**config.mk**
```make
export PLATFORM = sky130hd
export DESIGN_NAME = l1_ahb_mtx_in_stage
export DESIGN_NICKNAME = d
export VERILOG_FILES = /design/src/rtl/l1_ahb_mtx_in_stage.sv
export SDC_FILE = /design/constraint.sdc
export NUM_CORES = 1
export LEC_CHECK = 0
export BUFFER_PORTS_ARGS = -buffer_cell sky130_fd_sc_hd__buf_4
export CORE_ASPECT_RATIO = 0.6
export CORE_MARGIN = 8
export CORE_UTILIZATION = 45
export DETAILED_ROUTE_END_ITERATION = 10
export GPL_TIMING_DRIVEN = 1
export MAX_ROUTING_LAYER = met4
export PLACE_DENSITY = 0.75
export SLEW_MARGIN = 20
export SYNTH_ARGS = -nofsm -noshare
export SYNTH_HDL_FRONTEND = slang
export SYNTH_SLANG_ARGS = --single-unit
```
**constraint.sdc**
```tcl
create_clock -name HCLK -period 2.12 [get_ports HCLK]
set_input_delay 0.212 -clock HCLK [delete_from_list [all_inputs] [get_ports HCLK]]
set_output_delay 0.212 -clock HCLK [all_outputs]
set_load 0.01 [all_outputs]
```
**src/rtl/l1_ahb_mtx_in_stage.sv**
```systemverilog
// L1 AHB bus matrix input stage: holds an address phase the target output port cannot take yet.
// Optional build macro L1_IN_STAGE_SEQ2NONSEQ_EN re-labels held SEQ beats after a lost grant as NONSEQ/INCR.
module l1_ahb_mtx_in_stage #(
    parameter int AW     = 32,
    parameter int RESP_W = 2
) (
    input  logic              HCLK,
    input  logic              HRESETn,
    input  logic              HSELS,
    input  logic [AW-1:0]     HADDRS,
    input  logic [1:0]        HTRANSS,
    input  logic              HWRITES,
    input  logic [2:0]        HSIZES,
    input  logic [2:0]        HBURSTS,
    input  logic [3:0]        HPROTS,
    input  logic              HMASTLOCKS,
    input  logic              HREADYS,
    input  logic              active_addr,
    input  logic              HREADYM,
    input  logic              readyout_dp,
    input  logic [RESP_W-1:0] resp_dp,
    output logic              sel_m,
    output logic [AW-1:0]     HADDRM,
    output logic [1:0]        HTRANSM,
    output logic              HWRITEM,
    output logic [2:0]        HSIZEM,
    output logic [2:0]        HBURSTM,
    output logic [3:0]        HPROTM,
    output logic              HMASTLOCKM,
    output logic              HREADYOUTS,
    output logic [RESP_W-1:0] HRESPS
);

    localparam logic [1:0]        TR_IDLE    = 2'b00;
    localparam logic [1:0]        TR_NONSEQ  = 2'b10;
    localparam logic [1:0]        TR_SEQ     = 2'b11;
    localparam logic [2:0]        BURST_INCR = 3'b001;
    localparam logic [RESP_W-1:0] RESP_OKAY  = '0;
    localparam logic [RESP_W-1:0] RESP_ERROR = RESP_W'(1);

    logic              pend_q, pend_d;
    logic              dp_active_q, dp_active_d;
    logic              cancel_q, cancel_d;
    logic [AW-1:0]     haddr_q, haddr_d;
    logic [1:0]        htrans_q, htrans_d;
    logic              hwrite_q, hwrite_d;
    logic [2:0]        hsize_q, hsize_d;
    logic [2:0]        hburst_q, hburst_d;
    logic [3:0]        hprot_q, hprot_d;
    logic              hlock_q, hlock_d;

    logic              trans_valid;
    logic              live_gate;
    logic              accept;
    logic              err_first;
    logic              discard;
    logic              pend_vis;
    logic [1:0]        held_trans;
    logic [2:0]        held_burst;

    assign live_gate   = HSELS & HREADYS;
    assign trans_valid = live_gate & HTRANSS[1];
    assign accept      = active_addr & HREADYM;

    // An ERROR on the running data phase kills the queued transfer: it is hidden
    // from the arbiters at once and dropped when the second ERROR cycle completes.
    assign err_first = pend_q & dp_active_q & (resp_dp == RESP_ERROR) & ~readyout_dp;
    assign discard   = cancel_q | err_first;
    assign pend_vis  = pend_q & ~discard;
    assign sel_m     = pend_vis | trans_valid;

`ifdef L1_IN_STAGE_SEQ2NONSEQ_EN
    logic lost_grant_q;

    always_ff @(posedge HCLK or negedge HRESETn) begin
        if (!HRESETn) begin
            lost_grant_q <= 1'b0;
        end else begin
            lost_grant_q <= sel_m & ~accept;
        end
    end

    // A held SEQ beat that lost arbitration restarts as an undefined-length burst.
    always_comb begin
        held_trans = htrans_q;
        held_burst = hburst_q;
        if ((htrans_q == TR_SEQ) && lost_grant_q) begin
            held_trans = TR_NONSEQ;
            held_burst = BURST_INCR;
        end
    end
`else
    assign held_trans = htrans_q;
    assign held_burst = hburst_q;
`endif

    always_comb begin
        pend_d   = pend_q;
        cancel_d = pend_q & discard & ~readyout_dp;
        haddr_d  = haddr_q;
        htrans_d = htrans_q;
        hwrite_d = hwrite_q;
        hsize_d  = hsize_q;
        hburst_d = hburst_q;
        hprot_d  = hprot_q;
        hlock_d  = hlock_q;
        if (pend_q) begin
            if (discard) begin
                if (readyout_dp) begin
                    pend_d = 1'b0;
                end
            end else if (accept) begin
                pend_d = 1'b0;
            end
        end else if (trans_valid && !accept) begin
            pend_d   = 1'b1;
            haddr_d  = HADDRS;
            htrans_d = HTRANSS;
            hwrite_d = HWRITES;
            hsize_d  = HSIZES;
            hburst_d = HBURSTS;
            hprot_d  = HPROTS;
            hlock_d  = HMASTLOCKS;
        end
    end

    always_comb begin
        dp_active_d = dp_active_q;
        if (sel_m && accept) begin
            dp_active_d = 1'b1;
        end else if (HREADYM) begin
            dp_active_d = 1'b0;
        end
    end

    always_ff @(posedge HCLK or negedge HRESETn) begin
        if (!HRESETn) begin
            pend_q      <= 1'b0;
            cancel_q    <= 1'b0;
            dp_active_q <= 1'b0;
            haddr_q     <= '0;
            htrans_q    <= TR_IDLE;
            hwrite_q    <= 1'b0;
            hsize_q     <= '0;
            hburst_q    <= '0;
            hprot_q     <= '0;
            hlock_q     <= 1'b0;
        end else begin
            pend_q      <= pend_d;
            cancel_q    <= cancel_d;
            dp_active_q <= dp_active_d;
            haddr_q     <= haddr_d;
            htrans_q    <= htrans_d;
            hwrite_q    <= hwrite_d;
            hsize_q     <= hsize_d;
            hburst_q    <= hburst_d;
            hprot_q     <= hprot_d;
            hlock_q     <= hlock_d;
        end
    end

    always_comb begin
        if (pend_vis) begin
            HADDRM     = haddr_q;
            HTRANSM    = held_trans;
            HWRITEM    = hwrite_q;
            HSIZEM     = hsize_q;
            HBURSTM    = held_burst;
            HPROTM     = hprot_q;
            HMASTLOCKM = hlock_q;
        end else begin
            HADDRM     = HADDRS;
            HTRANSM    = live_gate ? HTRANSS : TR_IDLE;
            HWRITEM    = HWRITES;
            HSIZEM     = HSIZES;
            HBURSTM    = HBURSTS;
            HPROTM     = HPROTS;
            HMASTLOCKM = HMASTLOCKS;
        end
    end

    always_comb begin
        if (dp_active_q) begin
            HREADYOUTS = readyout_dp;
        end else begin
            HREADYOUTS = ~pend_q;
        end
    end

    assign HRESPS = dp_active_q ? resp_dp : RESP_OKAY;

endmodule

```
==> impl_summary.log <==
[metrics] Antenna Nets Post-Route: 0
[metrics] Critical Path AT: 1.85 ns
[metrics] Layout area overhead: 35.5%
[metrics] FILL cells: roughly 440
[metrics] final cell count without fillers: around 360
[metrics] kind of cell adding the most delay to the critical path: simple AND/OR/NAND/NOR gates
[metrics] router iterations before antenna repair: 3
[metrics] layout net count: 336
[metrics] final weighted congestion in routability-driven placement: approximately 0.82
[metrics] worst endpoint required time: about 1.9 ns
[metrics] final hold viol count: 0
[metrics] drt initial violations: between 80 and 90
[metrics] Worst Clk Skew: between 0.009 and 0.01 ns
[metrics] effective utilization at floorplan: 0.473
[metrics] Crit Path Category: flip-flop to output pin
[metrics] clock tree from TritonCTS: yes
[metrics] overall track demand over capacity in global routing: 0.137
[metrics] most instantiated flip-flop cell in the synthesis netlist: sky130_fd_sc_hd__dfrtp_1
[metrics] largest net degree at the start of global routing: 50
[metrics] critical path's largest stage delay: roughly 0.4 ns
[metrics] Cell Count Post-Placement: roughly 350
[metrics] clock latency on the worst-skew pair: slightly above 0.3 ns
[metrics] number of levels in the clock H-tree: 2
[metrics] headroom to the max-slew limit: 0.586
[metrics] Max stage delay cell, worst path: sky130_fd_sc_hd__dfrtp_1
[metrics] combined area of the multi-input logic cells: 0.00131 mm^2
[metrics] die outline width: 115 um
[metrics] fraction of the yosys area taken by sequential cells: 0.459
[metrics] quantity of I/O buffers inserted on ports: ~100
[metrics] Mapped Area: roughly 0.0027 mm^2
[metrics] CTS clk-pin slew, worst paths: about 0.090 ns
[metrics] number of enable flip-flop cells after synthesis: 0
[metrics] TritonCTS Buffers: 5
[metrics] Max-Cap Viols: 0
[metrics] total power divided by cell area: 902 mW/mm^2
[metrics] number of buffers between clock root and the deepest sink: 2
[metrics] placeable core region: approximately 0.0056 mm^2
[metrics] drt drc: 0
[metrics] sequential cell area in the final layout: between 0.001 and 0.0015 mm^2
[metrics] share of the clock period used by the worst path after layout: 0.974
[metrics] number of I/O pins: about 110
[metrics] worst-margin pin slew: 0.621 ns
[metrics] Core Rows: 21
[metrics] crit-path max FO: 22
[metrics] DR vias/cell: about 4.8
[metrics] pre-CTS setup slack: 0.384 ns
[metrics] number of global-route vias before repair: roughly 1800
[metrics] count of buffer and inverter cells on the critical path: 2
[metrics] Clock Tree Root: sky130_fd_sc_hd__clkbuf_8
[metrics] wire length of the first global-routing pass: around 9 mm
[metrics] crit path cell chain: and2b_2, and2_4, buf_12, mux2_2, buf_4
[metrics] crit path capture type: output pin
[metrics] detailed-route via count: approximately 1700
[metrics] total congestion overflow after global routing: 0
[metrics] number of antenna violations at the first check in global routing: 0
[metrics] synthesized netlist net count: between 200 and 250
[metrics] commonest cells after routing, fill and taps aside: sky130_fd_sc_hd__buf_4 (104), sky130_fd_sc_hd__mux2_2 (51), sky130_fd_sc_hd__dfrtp_1 (49)
[metrics] commonest non-fill, non-tap cell in the layout: sky130_fd_sc_hd__buf_4
[metrics] number of distinct library cell variants in the gate-level netlist after synthesis: 18
[metrics] Lkg Pwr: approximately 0.0018 uW
[metrics] post-route worst setup slack: around 0.056 ns
[metrics] synthesized instance count: roughly 180
[metrics] aggregate routed wire length: roughly 6 mm
[metrics] TritonCTS Sinks: 49
[metrics] dpl hpwl: 4.43 mm
[metrics] y dimension of the die: around 76 um
[metrics] Routed wire per std cell: about 17 um
[metrics] number of warnings reported in the yosys synthesis log: 0
[metrics] min Tclk post-route: around 2.1 ns
[metrics] run status: completed
[metrics] # diodes: 0
[metrics] largest vdd supply drop: ~0.45 mV
[metrics] DIE AREA: 0.00874 mm^2
[metrics] fraction of layout cells with a size suffix above 1: 0.738
[metrics] share of flip-flops with an asynchronous set or reset after synthesis: 1.00
[metrics] mean instance size in the synthesized netlist: 15.2 um^2
[metrics] critical path startpoint category: flip-flop
[metrics] Pins Over Slew Limit: 0
[metrics] final-report setup violation count: 0
[metrics] max frequency: 484 MHz
[metrics] flip-flop and latch count after synthesis: 49
[metrics] type of the most critical hold path: input port to flip-flop
Yosys cell counts, types with 2 or more instances:
| master | n | share of area |
|---|---|---|
| sky130_fd_sc_hd__mux2_2 | 51 | 0.21 |
| sky130_fd_sc_hd__dfrtp_1 | 49 | 0.46 |
| sky130_fd_sc_hd__mux2_4 | 38 | 0.21 |
| sky130_fd_sc_hd__buf_12 | 5 | 0.037 |
| sky130_fd_sc_hd__buf_2 | 5 | 0.0094 |
| sky130_fd_sc_hd__nand3_1 | 5 | 0.0094 |
| sky130_fd_sc_hd__inv_1 | 4 | 0.0056 |
| sky130_fd_sc_hd__nand2_1 | 3 | 0.0042 |
| sky130_fd_sc_hd__nand3b_1 | 3 | 0.0084 |
| sky130_fd_sc_hd__o21ai_0 | 3 | 0.0056 |
| sky130_fd_sc_hd__a21oi_1 | 2 | 0.0037 |
| sky130_fd_sc_hd__nand2b_1 | 2 | 0.0047 |
power breakdown:
part	switching, uW	total, uW	internal (uW)
combinational	437	1210	771
clock	331	715	384
sequential	139	1340	1200
total	906	3260	2360
metal layers:
layer,track usage,up-vias,part of all wire
met5,-,-,0
met4,0.0347,0,0.0060
met3,0.0649,5,0.11
met2,0.187,67,0.40
met1,0.177,824,0.48
li1,-,833,-
through the flow:
step	hold WS, ns	utilization	power [uW]	setup TNS, ns	cell area (um^2)
global route	0.114	0.641	3430	-0.00189	3620
global placement	0.271	0.617	2540	0	3490
floorplan	-0.0836	-	2130	0	2670
CTS	0.0905	0.640	3290	0	3620
detailed placement	0.275	0.617	2580	0	3490
finish	0.103	0.641	3260	0	3620
path summary, 6_finish.rpt:
path                                      startpoint                        end  slack [ns]  depth (start not counted)
min                                          HREADYM    dp_active_q$_DFFE_PN0P_        0.10                          2
max in group asynchronous                    HRESETn  held_trans[0]$_DFFE_PN0P_        1.24                          2
max reg2reg                         pend_q$_DFF_PN0_    haddr_q[21]$_DFFE_PN0P_        0.77                          3
min reg2reg                held_trans[1]$_DFFE_PN0P_  held_trans[1]$_DFFE_PN0P_        0.48                          1
max                               cancel_q$_DFF_PN0_                  HSIZEM[2]        0.06                          5
min in group asynchronous                    HRESETn     haddr_q[6]$_DFFE_PN0P_        0.46                          2
sequential cells by signal (all words and copies together), names as in the netlist:
signal	cells
hprot_q	4
haddr_q	32
hburst_q	3
held_trans	2
hwrite_q	1
hlock_q	1
dp_active_q	1
cancel_q	1
pend_q	1
hsize_q	3
timing repair:
item | 4_1_cts | 5_1_grt
hold endpoints to repair | 49 | 0
hold buffers | 1 | 0
buffers inserted | 0 | 0
resized for setup | 0 | 1
setup endpoints to repair | 0 | 6
logic make-up (layout without fill, tap and decap cells):
group	after synthesis	count (layout)	share of synthesized area
AND/OR/NAND/NOR	18	18	0.0482
buffers and inverters	14	120	0.0525
AO/OA/AOI/OAI	6	6	0.0117
multiplexers	89	89	0.429
flip-flops	49	49	0.459
layout make-up:
type,count,area share
Clock inverter,2,0.0104
Timing Repair Buffer,108,0.235
Tap cell,80,0.0277
Inverter,4,0.00415
Multi-Input combinational cell,113,0.361
Clock buffer,6,0.0228
Sequential cell,49,0.339
Note: power is estimated with default switching activity, not from simulation.
